==> src/rtl/pipe_ctrl.sv <==
// Pipeline control: stage enables/flushes, load-use and branch hazards, dmem freeze with timeout.
// Optional performance counters are enabled with `define PIPE_CTRL_PERF_EN.
module pipe_ctrl #(
  parameter int MEM_TIMEOUT = 16
) (
  input  logic       clk,
  input  logic       rst,
  input  logic [4:0] id_rs1,
  input  logic [4:0] id_rs2,
  input  logic       id_useRs1,
  input  logic       id_useRs2,
  input  logic [4:0] ex_rd,
  input  logic       ex_memRead,
  input  logic       ex_branchTaken,
  input  logic       me_memReq,
  input  logic       dmem_ack,
  output logic       dmem_req,
  output logic       pc_en,
  output logic       if_id_en,
  output logic       id_ex_en,
  output logic       ex_me_en,
  output logic       me_wb_en,
  output logic       if_id_flush,
  output logic       id_ex_flush,
  output logic       ex_me_flush,
  output logic       me_wb_flush,
  output logic       mem_err
`ifdef PIPE_CTRL_PERF_EN
  ,
  output logic [31:0] stall_cnt,
  output logic [31:0] flush_cnt
`endif
);

  localparam int CW = $clog2(MEM_TIMEOUT);
  localparam logic [CW-1:0] LAST = CW'(MEM_TIMEOUT - 1);

  typedef enum logic {IDLE, WAIT} state_t;

  state_t        state;
  logic [CW-1:0] wcnt;
  logic          freeze;
  logic          abort;
  logic          loadUse;
  logic          rs1Hit;
  logic          rs2Hit;

  assign rs1Hit  = id_useRs1 && (id_rs1 == ex_rd);
  assign rs2Hit  = id_useRs2 && (id_rs2 == ex_rd);
  assign loadUse = ex_memRead && (ex_rd != 5'd0) && (rs1Hit || rs2Hit);

  assign freeze = ((state == IDLE) && me_memReq && !dmem_ack)
               || ((state == WAIT) && !dmem_ack && (wcnt != LAST));
  assign abort  = (state == WAIT) && !dmem_ack && (wcnt == LAST);

  assign dmem_req    = (state == WAIT) || me_memReq;
  assign ex_me_flush = 1'b0;

  always_comb begin
    pc_en       = 1'b1;
    if_id_en    = 1'b1;
    id_ex_en    = 1'b1;
    ex_me_en    = 1'b1;
    me_wb_en    = 1'b1;
    if_id_flush = 1'b0;
    id_ex_flush = 1'b0;
    me_wb_flush = 1'b0;
    if (freeze) begin
      pc_en       = 1'b0;
      if_id_en    = 1'b0;
      id_ex_en    = 1'b0;
      ex_me_en    = 1'b0;
      me_wb_flush = 1'b1;
    end else if (ex_branchTaken) begin
      if_id_flush = 1'b1;
      id_ex_flush = 1'b1;
    end else if (loadUse) begin
      pc_en       = 1'b0;
      if_id_en    = 1'b0;
      id_ex_flush = 1'b1;
    end
    // aborted access must not write back
    if (abort) me_wb_flush = 1'b1;
  end

  always_ff @(posedge clk or posedge rst) begin
    if (rst) begin
      state   <= IDLE;
      wcnt    <= '0;
      mem_err <= 1'b0;
    end else begin
      mem_err <= abort;
      case (state)
        IDLE: begin
          if (me_memReq && !dmem_ack) begin
            state <= WAIT;
            wcnt  <= '0;
          end
        end
        WAIT: begin
          if (dmem_ack || (wcnt == LAST)) state <= IDLE;
          else wcnt <= wcnt + CW'(1);
        end
        default: state <= IDLE;
      endcase
    end
  end

`ifdef PIPE_CTRL_PERF_EN
  always_ff @(posedge clk or posedge rst) begin
    if (rst) begin
      stall_cnt <= '0;
      flush_cnt <= '0;
    end else begin
      if (!pc_en) stall_cnt <= stall_cnt + 32'd1;
      if (if_id_flush) flush_cnt <= flush_cnt + 32'd1;
    end
  end
`endif

endmodule

==> config.mk <==
export PLATFORM = sky130hd
export DESIGN_NAME = pipe_ctrl
export DESIGN_NICKNAME = d
export VERILOG_FILES = /design/src/rtl/pipe_ctrl.sv
export SDC_FILE = /design/constraint.sdc
export NUM_CORES = 1
export LEC_CHECK = 0
export ABC_AREA = 1
export BUFFER_PORTS_ARGS = -buffer_cell sky130_fd_sc_hd__buf_2
export CORE_ASPECT_RATIO = 1.2
export CORE_MARGIN = 5
export CORE_UTILIZATION = 35
export CTS_BUF_LIST = sky130_fd_sc_hd__clkbuf_16
export DETAILED_ROUTE_END_ITERATION = 6
export GPL_TIMING_DRIVEN = 0
export HOLD_SLACK_MARGIN = 0.08
export MAX_ROUTING_LAYER = met4
export PLACE_DENSITY = 0.63
export RECOVER_POWER = 50
export SLEW_MARGIN = 20
export SYNTH_ARGS = -nofsm -noshare
export SYNTH_HDL_FRONTEND = slang
export SYNTH_SLANG_ARGS = --single-unit
==> constraint.sdc <==
create_clock -name clk -period 2.12 [get_ports clk]
set_clock_uncertainty 0.1 [all_clocks]
set_input_delay 0.318 -clock clk [delete_from_list [all_inputs] [get_ports clk]]
set_output_delay 0.318 -clock clk [all_outputs]
set_load 0.02 [all_outputs]
==> results of run 1 <==
-- final cells by class --
type	instances	area share, %
Multi-Input combinational cell	70	38.28
Timing Repair Buffer	33	19.94
Sequential cell	6	17.47
Inverter	21	9.461
Clock buffer	3	8.734
Buffer	4	3.493
Tap cell	18	2.620
-- worst paths after layout --
| path | to | cells past startpoint | start |
|---|---|---|---|
| max | me_wb_flush | 7 | wcnt[0] |
| min | mem_err | 2 | dmem_ack |
| max reg2reg | wcnt[3] | 8 | wcnt[0] |
| min reg2reg | wcnt[1] | 2 | wcnt[1] |
| max in group asynchronous | wcnt[0] | 3 | rst |
| min in group asynchronous | mem_err | 3 | rst |
-- power by group through the flow --
stage	clock network, mW	registers (mW)	logic [mW]
floorplan	0	0.140	0.101
global route	0.310	0.146	0.181
CTS	0.301	0.142	0.155
global placement	0	0.142	0.150
finish	0.298	0.143	0.160
detailed placement	0	0.143	0.152
-- cells by family after synthesis --
logic type	count (synthesis)	share of synthesized area [%]
buffers and inverters	25	18.59
and+or+nand+nor	62	48.08
adders and majority gates	1	2.136
DFF	6	25.64
other	2	1.283
AOI/OAI and AO/OA	5	4.273
-- critical path, cell delays in order, from the launching register on --
cell     delay [ns]
dfrtp_1        0.38
ha_2           0.23
nand3_2        0.09
nand3_2        0.10
nand2_4        0.07
buf_4          0.15
or2_1          0.19
buf_2          0.16
-- flip-flops by register name (all words and copies together) (netlist names) --
name / count
wcnt: 4
mem_err: 1
state: 1
-- placed cells by master (no fill, tap or decap) --
cell type and n:
buf_2 30, conb_1 2, o21ai_1 1, ha_2 1
and3_1 1, or2_1 1, nand2_2 2, nand2_1 37
nand3_1 5, clkbuf_1 1, dlygate4sd3_1 1, nand2_4 1
o21ai_0 2, inv_4 1, clkbuf_16 3, nand4_1 1
a21oi_1 2, dfrtp_1 6, or2_2 1, nand3_2 3
buf_4 5, nor2_1 9, inv_1 20, nor3_1 1
-- layer usage --
layer  global-route usage [%]  wire length (um)
met1                    10.45               475
met3                        0               100
met2                    24.33               850
met5                        -                 0
met4                    6.912                23
-- what timing repair did --
item	in CTS	in global routing
hold buffers	1	0
buffers inserted	0	1
resized for setup	0	2
endpoints found under the hold margin	6	0
endpoints found under the setup margin	0	1
==> flow_metrics.tcl, run 1 <==
set metrics [dict create \
    gp_congestion 0.8059 \
    nets 163 \
    end_kind "output pin" \
    post_dp_cell_area_um2 763.2 \
    wl_um 1450 \
    antenna_found_initial 0 \
    syn_area_um2 585.6 \
    status "finished clean" \
    num_antenna_cells 0 \
    wl_per_cell_um 9.355 \
    nFillCells 179 \
    ys_async_sr_fraction_pct 100.0 \
    root_buffer "clkbuf_16" \
    vias 689 \
    rows 16 \
    worst_slack_ns 0.1088 \
    drc 0 \
    synthFlopType "dfrtp_1" \
    p_switching_uw 162.4 \
    ys_seq_elements 6 \
    min_path_type "primary input to register" \
    synth_top_area_share_pct 25.64 \
    pwr-share-seq_pct 23.8 \
    synth.avg_cell_area_um2 5.798 \
    ys_seq_area_share_pct 25.64 \
    min_period_ns 2.011 \
    via_per_inst 4.445 \
    r2r_slack_ns 0.65 \
    p_per_area_mw_per_mm2 699.3 \
    cts_buffers 3 \
    fin_setup_tns_ns 0 \
    drt_pass1_iterations 4 \
    yosys_warnings 0 \
    hold_slack_ns 0.1790 \
    utilization_pct 53.01 \
    clock.fmax_mhz 497.2 \
    clock_sinks 6 \
    die-area_mm2 0.002594 \
    min_period_over_period_pct 94.87 \
    ioPinCount 34 \
    seqCellArea_um2 150.1 \
    netlist_instances 101 \
    final_cell_area_um2 859.6 \
    maxCapViolations 0 \
    hpwl_um 1191 \
    die_w_um 47.34 \
    post-synth-top-count-cell "nand2_1" \
    grt.overflow.total 0 \
    rsz0062_at_grt "false" \
    synthTopCellsByArea "dfrtp_1 26%, nand2_1 24%, inv_1 13%" \
    ir_worst_vdd_uv 608.4 \
    dp_slack_ns 0.2913 \
    grt_max_degree 8 \
    critPathMaxFanout 5 \
    port_buffers 31 \
    dr.first_iter.drc_count 9 \
    finalHoldViolCount 0 \
    p_int_uw 438.7 \
    synth_enable_flop_cells 0 \
    placedCellCount 150 \
    synth_largest_area_cell "dfrtp_1" \
    syn-num-nets 125 \
    synth_commonest_cells "37 x nand2_1, 20 x inv_1, 9 x nor2_1" \
    p_leak_nw 0.5539 \
    cts_buffer_depth 2 \
    grt_pass1_wl_um 2159 \
    crit_type "register to output pin" \
    core_mm2 0.001622 \
    drive_above_1_share_pct 34.31 \
    synth.distinct_cells 20 \
    report.final.slew_viol_count 0 \
    sw_frac_of_total_pct 27.02 \
    start_util_pct 36.11 \
    syn2layout_area_growth_pct 46.79 \
    fin_cells 155 \
    cp.arrival_ns 1.59 \
    pwr-share-clk_pct 49.6 \
    power_uw 601.1 \
    multi_input_area_um2 329.1 \
    ant_nets 0 \
    clock_latency_ns 0.22 \
    h-tree-depth 1 \
    die_h_um 54.81 \
    grt_pass1_vias 596 \
    setup_violations 0 \
    start_kind "register" \
    clk_pin_slew_worst_paths_ns 0.03 \
    grt_usage_pct 11.99 \
    worstPathRequired_ns 1.70 \
    p_comb_share_pct 26.7 \
    cts_tree "built" \
]
Note: power is estimated with default switching activity, not from simulation.
==> run 2, diff against run 1 <==
- HOLD_SLACK_MARGIN: 0.08 -> 0.02
- RECOVER_POWER: 50 -> not set
==> flow_metrics.tcl, run 2 (synthesized netlist as in run 1, its figures left out) <==
set metrics [dict create \
    fin_setup_tns_ns 0 \
    rsz0062_at_grt "false" \
    grt_pass1_wl_um 2159 \
    clock_sinks 6 \
    grt_max_degree 8 \
    ir_worst_vdd_uv 608.3 \
    grt_usage_pct 11.99 \
    grt_pass1_vias 596 \
    wl_um 1448 \
    rows 16 \
    die-area_mm2 0.002594 \
    min_period_over_period_pct 94.87 \
    num_antenna_cells 0 \
    power_uw 601.1 \
    clock_latency_ns 0.22 \
    post_dp_cell_area_um2 763.2 \
    drive_above_1_share_pct 35.04 \
    grt.overflow.total 0 \
    report.final.slew_viol_count 0 \
    end_kind "output pin" \
    maxCapViolations 0 \
    port_buffers 31 \
    nets 163 \
    core_mm2 0.001622 \
    root_buffer "clkbuf_16" \
    wl_per_cell_um 9.342 \
    crit_type "register to output pin" \
    ioPinCount 34 \
    final_cell_area_um2 860.8 \
    worst_slack_ns 0.1089 \
    crit_path_top_delay_cell "dfrtp_1" \
    clk_pin_slew_worst_paths_ns 0.03 \
    start_util_pct 36.11 \
    finalHoldViolCount 0 \
    hpwl_um 1191 \
    critical_path.cell_chain "ha_2, nand3_2, nand3_2, nand2_4, buf_4, or2_1, buf_2" \
    cts_buffer_depth 2 \
    final_common_cell "nand2_1" \
    largestRegisters "wcnt (4), mem_err (1), state (1)" \
    hold_depth 2 \
    gp_congestion 0.8059 \
    min_path_type "primary input to register" \
    setup_violations 0 \
    drt_pass1_iterations 4 \
    top_register "wcnt" \
    critPathMaxFanout 5 \
    status "finished clean" \
    drc 0 \
    path_delay_family "simple AND/OR/NAND/NOR gates" \
    via_per_inst 4.445 \
    worst_path_most_repeated_cell "nand3_2" \
    reg2reg_depth 8 \
    vias 689 \
    p_leak_nw 0.5583 \
    syn2layout_area_growth_pct 47.01 \
    antenna_found_initial 0 \
    largest_reg_flops 4 \
    start_kind "register" \
    ant_nets 0 \
    cts_tree "built" \
    p_per_area_mw_per_mm2 698.3 \
    cp.arrival_ns 1.59 \
    cp_slowest_stage_delay_ns 0.38 \
    dr.first_iter.drc_count 9 \
    crit_buf_inv 2 \
    die_w_um 47.34 \
    path_depth 7 \
    min_period_ns 2.011 \
    cts_buffers 3 \
    h-tree-depth 1 \
    most-common-layout-cells "37 x nand2_1, 31 x buf_2, 20 x inv_1" \
    clock.fmax_mhz 497.2 \
    die_h_um 54.81 \
    worstPathRequired_ns 1.70 \
    dp_slack_ns 0.2913 \
]
## run 2: changes by cell type in the layout (fill, tap and decap cells not counted), sizes merged
cell	delta
clkbuf	-1
buf	+1
## run 2: layout make-up
class	count	area (um^2)
inverters	21	81.33
flip-flops and latches	6	150.1
plain buffers	4	30.03
repair buffers	33	172.7
fillers	178	760.7
multi-input cells	70	329.1
well taps	18	22.52
clock buffers	3	75.07
## run 2: power breakdown
group	internal (mW)	leakage, nW	switching, mW
clock	0.241	0.0370	0.0565
sequential	0.129	0.0808	0.0138
combinational	0.0682	0.441	0.0921
## run 2: worst reg2reg max path, delay by kind of cell (launching register included)
| family | cells | cell delay (ns) |
|---|---|---|
| buffers and inverters | 1 | 0.13 |
| flip-flops | 1 | 0.40 |
| AO/OA/AOI/OAI | 2 | 0.16 |
| adder cells (fa/ha/maj) | 1 | 0.22 |
| AND/OR/NAND/NOR | 4 | 0.33 |
## run 2: final timing paths
check | end | slack (ns) | startpoint
hold reg to reg | wcnt[1] | 0.42 | wcnt[1]
hold / removal | mem_err | 0.18 | dmem_ack
setup / recovery | me_wb_flush | 0.11 | wcnt[0]
max in group asynchronous | wcnt[0] | 1.27 | rst
setup reg to reg | wcnt[3] | 0.65 | wcnt[0]
min in group asynchronous | mem_err | 0.46 | rst
## run 2: stage by stage
| step | std cells | util [%] | hold WS [ns] |
|---|---|---|---|
| finish | 155 | 53.09 | 0.1787 |
| global route | 155 | 53.09 | 0.2037 |
| CTS | 154 | 52.31 | 0.1794 |
| detailed placement | 150 | 47.07 | 0.1378 |
| global placement | 150 | 47.07 | 0.1349 |
| floorplan | 101 | - | 0.008959 |
## run 2: timing repair
item,CTS,global route
resized for setup,0,2
buffers inserted,0,1
endpoints found under the hold margin,6,0
hold buffers,1,0
setup endpoints to repair,0,1
## run 2: metal layers
layer	global-route usage [%]	part of all wire (%)
met5	-	0
met1	10.45	33
met3	0	6.9
met2	24.33	59
met4	6.912	1.6
